==> config.mk <==
export PLATFORM = sky130hd
export DESIGN_NAME = pipe_hazard_ctrl
export DESIGN_NICKNAME = d
export VERILOG_FILES = /design/src/rtl/pipe_hazard_ctrl.sv
export SDC_FILE = /design/constraint.sdc
export NUM_CORES = 1
export LEC_CHECK = 0
export ABC_AREA = 1
export ABC_CLOCK_PERIOD_IN_PS = 3500
export CAP_MARGIN = 0
export CORE_UTILIZATION = 55
export DETAILED_ROUTE_END_ITERATION = 10
export PLACE_DENSITY_LB_ADDON = 0.25
export SYNTH_ARGS = -nofsm -noshare
export SYNTH_HDL_FRONTEND = slang
export SYNTH_SLANG_ARGS = --single-unit
==> constraint.sdc <==
create_clock -name clk -period 3.5 [get_ports clk]
set_clock_uncertainty 0.1 [all_clocks]
set_input_delay 0.7 -clock clk [delete_from_list [all_inputs] [get_ports clk]]
set_output_delay 0.7 -clock clk [all_outputs]
set_load 0.01 [all_outputs]
==> src/rtl/pipe_hazard_ctrl.sv <==
// rtl/pipe_hazard_ctrl.sv - decode-stage RAW hazard detector with per-register writeback scoreboard
module pipe_hazard_ctrl #(
    parameter int WB_LAT = 3,
    parameter int NREG   = 32
) (
    input  logic             clk,
    input  logic             reset,
    input  logic             id_valid,
    input  logic [5:0]       id_opcode,
    input  logic [4:0]       id_rs1,
    input  logic [4:0]       id_rs2,
    input  logic [4:0]       id_rd,
    input  logic             flush,
    output logic             stall,
    output logic             issue,
    output logic [5:0]       ex_opcode,
    output logic             illegal,
    output logic [NREG-1:0]  busy_vec,
    output logic [15:0]      stall_cnt
);

    localparam logic [2:0] LAT3 = 3'(WB_LAT);

    logic [2:0]      r_cnt [NREG];
    logic [5:0]      r_ex_opcode;
    logic            r_illegal;
    logic [NREG-1:0] r_busy;
    logic [15:0]     r_stall_cnt;

    logic [2:0]      w_cnt_nxt [NREG];
    logic [NREG-1:0] w_busy_nxt;
    logic            w_reads;
    logic            w_writes;
    logic            w_illegal_op;
    logic            w_rs1_busy;
    logic            w_rs2_busy;
    logic            w_go;
    logic            w_hazard;
    logic            w_issue;
    logic            w_load;

    always_comb begin
        w_reads      = (id_opcode >= 6'd1) && (id_opcode <= 6'd20);
        w_writes     = w_reads && (id_opcode != 6'd3);
        w_illegal_op = (id_opcode >= 6'd21);
        w_rs1_busy   = 1'b0;
        w_rs2_busy   = 1'b0;
        // A count of 1 means the write lands this cycle, ahead of the read.
        for (int n = 1; n < NREG; n++) begin
            if ((id_rs1 == 5'(n)) && (r_cnt[n] >= 3'd2)) w_rs1_busy = 1'b1;
            if ((id_rs2 == 5'(n)) && (r_cnt[n] >= 3'd2)) w_rs2_busy = 1'b1;
        end
        w_go     = reset && id_valid && !flush;
        w_hazard = w_go && w_reads && (w_rs1_busy || w_rs2_busy);
        w_issue  = w_go && !w_hazard;
        w_load   = w_issue && w_writes && (id_rd != 5'd0);
    end

    always_comb begin
        w_cnt_nxt[0]  = 3'd0;
        w_busy_nxt    = '0;
        for (int n = 1; n < NREG; n++) begin
            if (w_load && (id_rd == 5'(n)))
                w_cnt_nxt[n] = LAT3;
            else if (r_cnt[n] != 3'd0)
                w_cnt_nxt[n] = r_cnt[n] - 3'd1;
            else
                w_cnt_nxt[n] = 3'd0;
            w_busy_nxt[n] = (w_cnt_nxt[n] >= 3'd2);
        end
    end

    always_ff @(posedge clk) begin
        if (!reset) begin
            for (int n = 0; n < NREG; n++) r_cnt[n] <= 3'd0;
            r_ex_opcode <= 6'd0;
            r_illegal   <= 1'b0;
            r_busy      <= '0;
            r_stall_cnt <= 16'd0;
        end else begin
            for (int n = 0; n < NREG; n++) r_cnt[n] <= w_cnt_nxt[n];
            r_ex_opcode <= (w_issue && !w_illegal_op) ? id_opcode : 6'd0;
            r_illegal   <= w_issue && w_illegal_op;
            r_busy      <= w_busy_nxt;
            if (w_hazard && (r_stall_cnt != 16'hFFFF))
                r_stall_cnt <= r_stall_cnt + 16'd1;
        end
    end

    assign stall     = w_hazard;
    assign issue     = w_issue;
    assign ex_opcode = r_ex_opcode;
    assign illegal   = r_illegal;
    assign busy_vec  = r_busy;
    assign stall_cnt = r_stall_cnt;

endmodule

## After elaboration in Yosys (flattened, before gate mapping)

Memory sizes are Yosys's and may differ from the RTL's.
Index checks and enable logic that the tools add are counted.

- Register bits after elaboration: 55
- Memory bits (writable): 96
- Input bits: 25
- Output and inout bits: 57
- Logic and storage cells: 530
- Memories kept: 1

- Add/sub/neg operators: 32
- Magnitude comparators: 65
- Equal/unequal tests: 95
- Multiplexer cells: 158
- Bitwise logic cells: 32
- Reduce and logical (&&, ||, !) cells: 142

Memories:

| name | words | bits a word | read ports | clocked after memory_dff | write ports | line | text |
|---|---|---|---|---|---|---|---|
| r_cnt | 32 | 3 | 31 | 0 | 32 | 24 | `logic [2:0] r_cnt [NREG];` |

Operator list:

| operator | number |
|---|---|
| $mux W3 | 94 |
| $eq A5 B5 Y1 const B | 48 |
| $ge A3 B2 Y1 const B | 62 |
| $eq A5 B4 Y1 const B | 24 |
| $logic_and A1 B1 Y1 | 105 |
| $reduce_bool A3 Y1 | 31 |
| $sub A3 B1 Y3 const B | 31 |
| $mux W1 | 64 |
| $eq A5 B3 Y1 const B | 12 |
| $or A1 B1 Y1 | 32 |
| $eq A5 B2 Y1 const B | 6 |
| $add A16 B1 Y16 const B | 1 |
| $ne A16 B16 Y1 const B | 1 |
| $eq A5 B1 Y1 const B | 3 |
| $ge A6 B1 Y1 const B | 1 |
| $ge A6 B5 Y1 const B | 1 |
| $le A6 B5 Y1 const B | 1 |
| $ne A6 B2 Y1 const B | 1 |
| $reduce_bool A5 Y1 | 1 |
| $logic_not A1 Y1 | 3 |
| $reduce_and A2 Y1 | 1 |
| $logic_or A1 B1 Y1 | 1 |

## Logic depth before layout (Yosys ltp)

An unclocked memory read counts as a cell.

- Word-level depth: 43
- Mapped depth: 17
- Gate-level depth less buffers: 16

## Least setup slack after synthesis

Ideal clock, no wire load.

- Path kind: input -> output
- Start point: input port reset
- End point: output port stall
- Arrival time: 1.883 ns
- Slack: 0.817 ns
- Stages: 8
- Path buffers: 2
- Path through: buf_2 > inv_2 > nor3_1 > inv_1 > nor2_1 > nand2_4 > inv_4 > buf_4

- Cells in the longest elaborated chain, start to end: 4

RTL lines:

| item | line | text |
|---|---|---|
| start, declared | 7 | `input logic reset,` |
| $logic_and A1 B1 Y1 (2 in series) | 53 | `w_go = reset && id_valid && !flush;` |
| $logic_and A1 B1 Y1 (2 in series) | 54 | `w_hazard = w_go && w_reads && (w_rs1_busy \|\| w_rs2_busy);` |
| end, declared | 14 | `output logic stall,` |

No other way between the ends.

## Final worst setup path

- Start point: input port id_rs1[2]
- End point: output port issue

- Cells in the longest elaborated chain, start to end: 37
- Elaborated cells between the ends (all ways): 97
- Classes of those cells: eq/ne: 31; mux: 31; reduce/logical: 35

RTL lines:

| item | line | text |
|---|---|---|
| start, declared | 10 | `input logic [4:0] id_rs1,` |
| $eq A5 B1 Y1 | 50 | `if ((id_rs1 == 5'(n)) && (r_cnt[n] >= 3'd2)) w_rs1_busy = 1'b1;` |
| $logic_and A1 B1 Y1 | 50 |  |
| $mux W1 (30 in series) | 50 |  |
| $mux W1 * | 50 |  |
| $logic_or A1 B1 Y1 * | 54 |  |
| $logic_and A1 B1 Y1 * | 54 |  |
| $logic_not A1 Y1 * | 55 | `w_issue = w_go && !w_hazard;` |
| $logic_and A1 B1 Y1 * | 55 |  |
| end, declared | 15 | `output logic issue,` |

Mark *: on every way between the ends. The rest lies on a longest branch, timed or not.

==> flow_summary.html <==
<table>
<tr><th>Metric</th><th>Value</th></tr>
<tr><th colspan="2">Power and ir drop</th></tr>
<tr><td>Pleak</td><td>4.820 nW</td></tr>
<tr><td>Power Total</td><td>3.798 mW</td></tr>
<tr><td>Worst IR drop on VDD</td><td>0.0004478 V</td></tr>
<tr><td>Power density over the cells</td><td>415.4 nW/um^2</td></tr>
<tr><th colspan="2">Floorplan</th></tr>
<tr><td>Chip height</td><td>118.5 um</td></tr>
<tr><td>Initial standard-cell utilization of the core</td><td>56.38%</td></tr>
<tr><td># rows</td><td>42</td></tr>
<tr><td>DIE WIDTH</td><td>118.5 um</td></tr>
<tr><td>Number of top-level pins</td><td>82</td></tr>
<tr><td>Die outline area</td><td>14040 um^2</td></tr>
<tr><td>Core Area</td><td>13240 um^2</td></tr>
<tr><th colspan="2">Yosys</th></tr>
<tr><td>Most frequently used cell type in the post-synthesis netlist</td><td>sky130_fd_sc_hd__nand2_1</td></tr>
<tr><td>Yosys warnings</td><td>0</td></tr>
<tr><td>Mapped Cells</td><td>1095</td></tr>
<tr><td>Most common library cells after synthesis</td><td>sky130_fd_sc_hd__nand2_1 (235), sky130_fd_sc_hd__inv_1 (181), sky130_fd_sc_hd__nor2_1 (154)</td></tr>
<tr><td>Cell taking the most area after synthesis</td><td>sky130_fd_sc_hd__dfxtp_1</td></tr>
<tr><td>Post-Syn Area per Cell</td><td>6.818 um^2</td></tr>
<tr><td>Count of flip-flops with a built-in enable after synthesis</td><td>0</td></tr>
<tr><td>Top cells by area, synth</td><td>sky130_fd_sc_hd__dfxtp_1 (39%), sky130_fd_sc_hd__nand2_1 (12%), sky130_fd_sc_hd__inv_1 (9.1%)</td></tr>
<tr><td>Post-synthesis sequential element count</td><td>147</td></tr>
<tr><td>Post-synth ARST share</td><td>0%</td></tr>
<tr><td>Fraction of post-synthesis cell area in the top cell type by area</td><td>39.42%</td></tr>
<tr><td>Seq/Total Area, Yosys</td><td>39.42%</td></tr>
<tr><td>Number of distinct library cells after synthesis</td><td>35</td></tr>
<tr><td>Prevailing post-synth register cell</td><td>sky130_fd_sc_hd__dfxtp_1</td></tr>
<tr><td>Synthesized cell area</td><td>7466 um^2</td></tr>
<tr><th colspan="2">Timing</th></tr>
<tr><td>RSZ-0062 raised after global routing</td><td>no</td></tr>
<tr><td>Ratio of final minimum period to clock period</td><td>95.51%</td></tr>
<tr><td>Maximum clock frequency</td><td>0.2991 GHz</td></tr>
<tr><td>Final-layout worst hold slack</td><td>391.3 ps</td></tr>
<tr><td>Final worst slack</td><td>157.0 ps</td></tr>
<tr><td>Slew at the pin closest to its max-slew limit</td><td>691.7 ps</td></tr>
<tr><td>Time the worst path needs with I/O delays and setup</td><td>3343 ps</td></tr>
<tr><td>Number of failing hold endpoints at the final stage</td><td>0</td></tr>
<tr><td>Worst slew margin relative to its limit</td><td>53.89%</td></tr>
<tr><td>Number of pins with negative max-slew slack in the final report</td><td>0</td></tr>
<tr><td>Number of setup violations in the final report</td><td>0</td></tr>
<tr><th colspan="2">Critical path</th></tr>
<tr><td>Max incr delay on CP</td><td>340 ps</td></tr>
<tr><td>Crit end category</td><td>output port</td></tr>
<tr><td>Nature of the critical path startpoint</td><td>input pin</td></tr>
<tr><td>Maximum fanout along the worst path</td><td>5</td></tr>
<tr><td>CP most frequent cell</td><td>sky130_fd_sc_hd__nand2_1</td></tr>
<tr><td>Crit-path cells</td><td>dlygate4sd2_1 -&gt; inv_1 -&gt; nand2_1 -&gt; nor2_2 -&gt; nand2_1 -&gt; nand2_1 -&gt; o21ai_0 -&gt; nand3_1 -&gt; nor2_2 -&gt; nand2_2 -&gt; nand2_4 -&gt; inv_4 -&gt; nor2_1 -&gt; dlygate4sd2_1</td></tr>
<tr><td>CP Data Required Time</td><td>2700 ps</td></tr>
<tr><td>Data arrival time of the worst path</td><td>2540 ps</td></tr>
<tr><td>Cell with the largest stage delay on the worst path</td><td>sky130_fd_sc_hd__dlygate4sd2_1</td></tr>
<tr><td>Critical Setup Path Class</td><td>input pin to output port</td></tr>
<tr><th colspan="2">Layout</th></tr>
<tr><td>Number of filler cells placed in the layout</td><td>1189</td></tr>
<tr><td>Number of cells in the finished layout apart from fillers</td><td>1365</td></tr>
<tr><td>Share of cells above drive strength 1</td><td>8.831%</td></tr>
<tr><td>Seq. cell area</td><td>2943 um^2</td></tr>
<tr><td>Area occupied by multi-input gates</td><td>3759 um^2</td></tr>
<tr><td>Layout area overhead</td><td>22.46%</td></tr>
<tr><td>Antenna diode count</td><td>0</td></tr>
<tr><td>Number of nets in the finished design</td><td>1247</td></tr>
<tr><td>Core utilization of the finished layout</td><td>69.04%</td></tr>
<tr><th colspan="2">CTS</th></tr>
<tr><td>CTS clk-pin slew, worst paths</td><td>60 ps</td></tr>
<tr><td>Number of CTS-inserted buffers</td><td>17</td></tr>
<tr><td>Count of clock tree sinks</td><td>147</td></tr>
<tr><td>Clock tree from TritonCTS</td><td>built</td></tr>
<tr><td>Worst-case clock buffer depth</td><td>2</td></tr>
<tr><td>Number of H-tree levels</td><td>4</td></tr>
<tr><td>Total of hold buffers inserted after clock tree synthesis</td><td>0</td></tr>
<tr><td>Clock latency on the worst-skew pair</td><td>430 ps</td></tr>
<tr><td>Post-CTS Setup Bufs</td><td>0</td></tr>
<tr><td>Root Buffer</td><td>sky130_fd_sc_hd__clkbuf_16</td></tr>
<tr><th colspan="2">GRT</th></tr>
<tr><td>Gr ovfl total</td><td>0</td></tr>
<tr><td>Initial antenna violation count</td><td>0</td></tr>
<tr><td>Wire length of the first global-routing pass</td><td>28860 um</td></tr>
<tr><td>Maximum number of pins on one net before global-route repair</td><td>60</td></tr>
<tr><td>Vias in the first global route</td><td>6177</td></tr>
<tr><td>Overall global routing resource usage</td><td>26.22%</td></tr>
<tr><th colspan="2">Place</th></tr>
<tr><td>Setup slack after placement</td><td>-243.0 ps</td></tr>
<tr><td>Hpwl dp</td><td>12960 um</td></tr>
<tr><td>Number of port buffers</td><td>80</td></tr>
<tr><td>RD Place Congestion</td><td>0.9604</td></tr>
<tr><td>Number of cells in the design after placement</td><td>1336</td></tr>
<tr><th colspan="2">Route</th></tr>
<tr><td>Via count</td><td>7041</td></tr>
<tr><td>Iteration count of the initial detailed-routing pass</td><td>5</td></tr>
<tr><td>Mean routed wirelength per cell</td><td>13.09 um</td></tr>
<tr><td>Vias/cell</td><td>5.158</td></tr>
<tr><td>Total wire length after detailed routing</td><td>17870 um</td></tr>
<tr><td>DRC Markers</td><td>0</td></tr>
<tr><td>Remaining number of nets flagged by the antenna check after routing</td><td>0</td></tr>
<tr><td>Number of violations reported at the end of detailed-routing iteration 0</td><td>501</td></tr>
<tr><th colspan="2">Flow run</th></tr>
<tr><td>Number of maximum-capacitance constraint violations</td><td>0</td></tr>
<tr><th colspan="2">Min path</th></tr>
<tr><td>Worst Hold Class</td><td>flip-flop to flip-flop</td></tr>
<tr><th colspan="2">Run status</th></tr>
<tr><td>Status</td><td>finished clean</td></tr>
</table>
-- cells by family after synthesis --
| group | share of synthesized area [%] |
|---|---|
| AND/OR/NAND/NOR | 33.77 |
| buffers and inverters | 11.28 |
| other | 0.05023 |
| XOR/XNOR | 1.642 |
| flip-flops | 39.42 |
| AO/OA/AOI/OAI | 6.637 |
| adder cells (fa/ha/maj) | 7.206 |
-- flip-flops by register name (all words and copies together), names as in the netlist --
register and cells:
r_cnt 93, ex_opcode 6, busy_vec 31, illegal 1
stall_cnt 16
-- critical path, delay by kind of cell --
family | cells | cell delay (ps)
AO/OA/AOI/OAI | 1 | 210
buffers and inverters | 4 | 810
AND/OR/NAND/NOR | 9 | 800
-- layout by cell type, fill, tap and decap left out, drive strengths merged, types with 2 or more instances in the layout --
master | synthesis | routed
nand2 | 238 | 238
dfxtp | 147 | 147
a21oi | 89 | 89
nor4 | 4 | 4
nand4 | 41 | 41
buf | 11 | 15
dlygate4sd2 | 0 | 7
bufinv | 0 | 5
or2 | 30 | 30
nor2 | 156 | 156
clkbuf | 19 | 20
clkinv | 0 | 3
inv | 187 | 187
clkdlybuf4s50 | 0 | 69
nand3 | 79 | 79
nor3 | 26 | 26
clkinvlp | 0 | 2
conb | 1 | 2
o21ai | 4 | 4
ha | 43 | 43
xor2 | 13 | 13
-- power breakdown --
| part | switching (mW) | internal, mW |
|---|---|---|
| clock network | 0.690 | 1.27 |
| logic | 0.111 | 0.0506 |
| registers | 0.00119 | 1.68 |
-- layout make-up --
class	count	share of cell area (%)
flip-flops and latches	147	32.19
well taps	176	2.409
multi-input cells	732	41.11
inverters	187	7.705
clock buffers	19	4.845
clock inverters	10	2.012
repair buffers	94	9.730
-- routing by layer --
layer | part of all wire [%] | up-vias | track usage (%)
li1 | - | 3582 | -
met1 | 45 | 3213 | 32.94
met2 | 47 | 214 | 43.86
met3 | 6.1 | 32 | 5.936
met4 | 1.8 | 0 | 9.731
met5 | 0 | - | 0
-- path summary, 6_finish.rpt --
path | start | to | slack (ps) | cells after the start
min | r_cnt[0][8] | r_cnt[0][8] | 390 | 2
min reg2reg | r_cnt[0][8] | r_cnt[0][8] | 390 | 2
max | id_rs1[2] | issue | 160 | 14
max reg2reg | r_cnt[0][82] | busy_vec[30] | 980 | 12
-- stage by stage --
| step | TNS (ps) | instance area (um^2) |
|---|---|---|
| floorplan | 0 | 7470 |
| global placement | -425.5 | 8461 |
| detailed placement | -444.3 | 8461 |
| CTS | 0 | 9125 |
| global route | 0 | 9143 |
| finish | 0 | 9143 |
-- what timing repair did --
action,4_1_cts,5_1_grt
pin swaps,0,1
setup endpoints to repair,2,2
gates resized for setup,24,11
No activity file was read; power rests on OpenSTA's default activity.
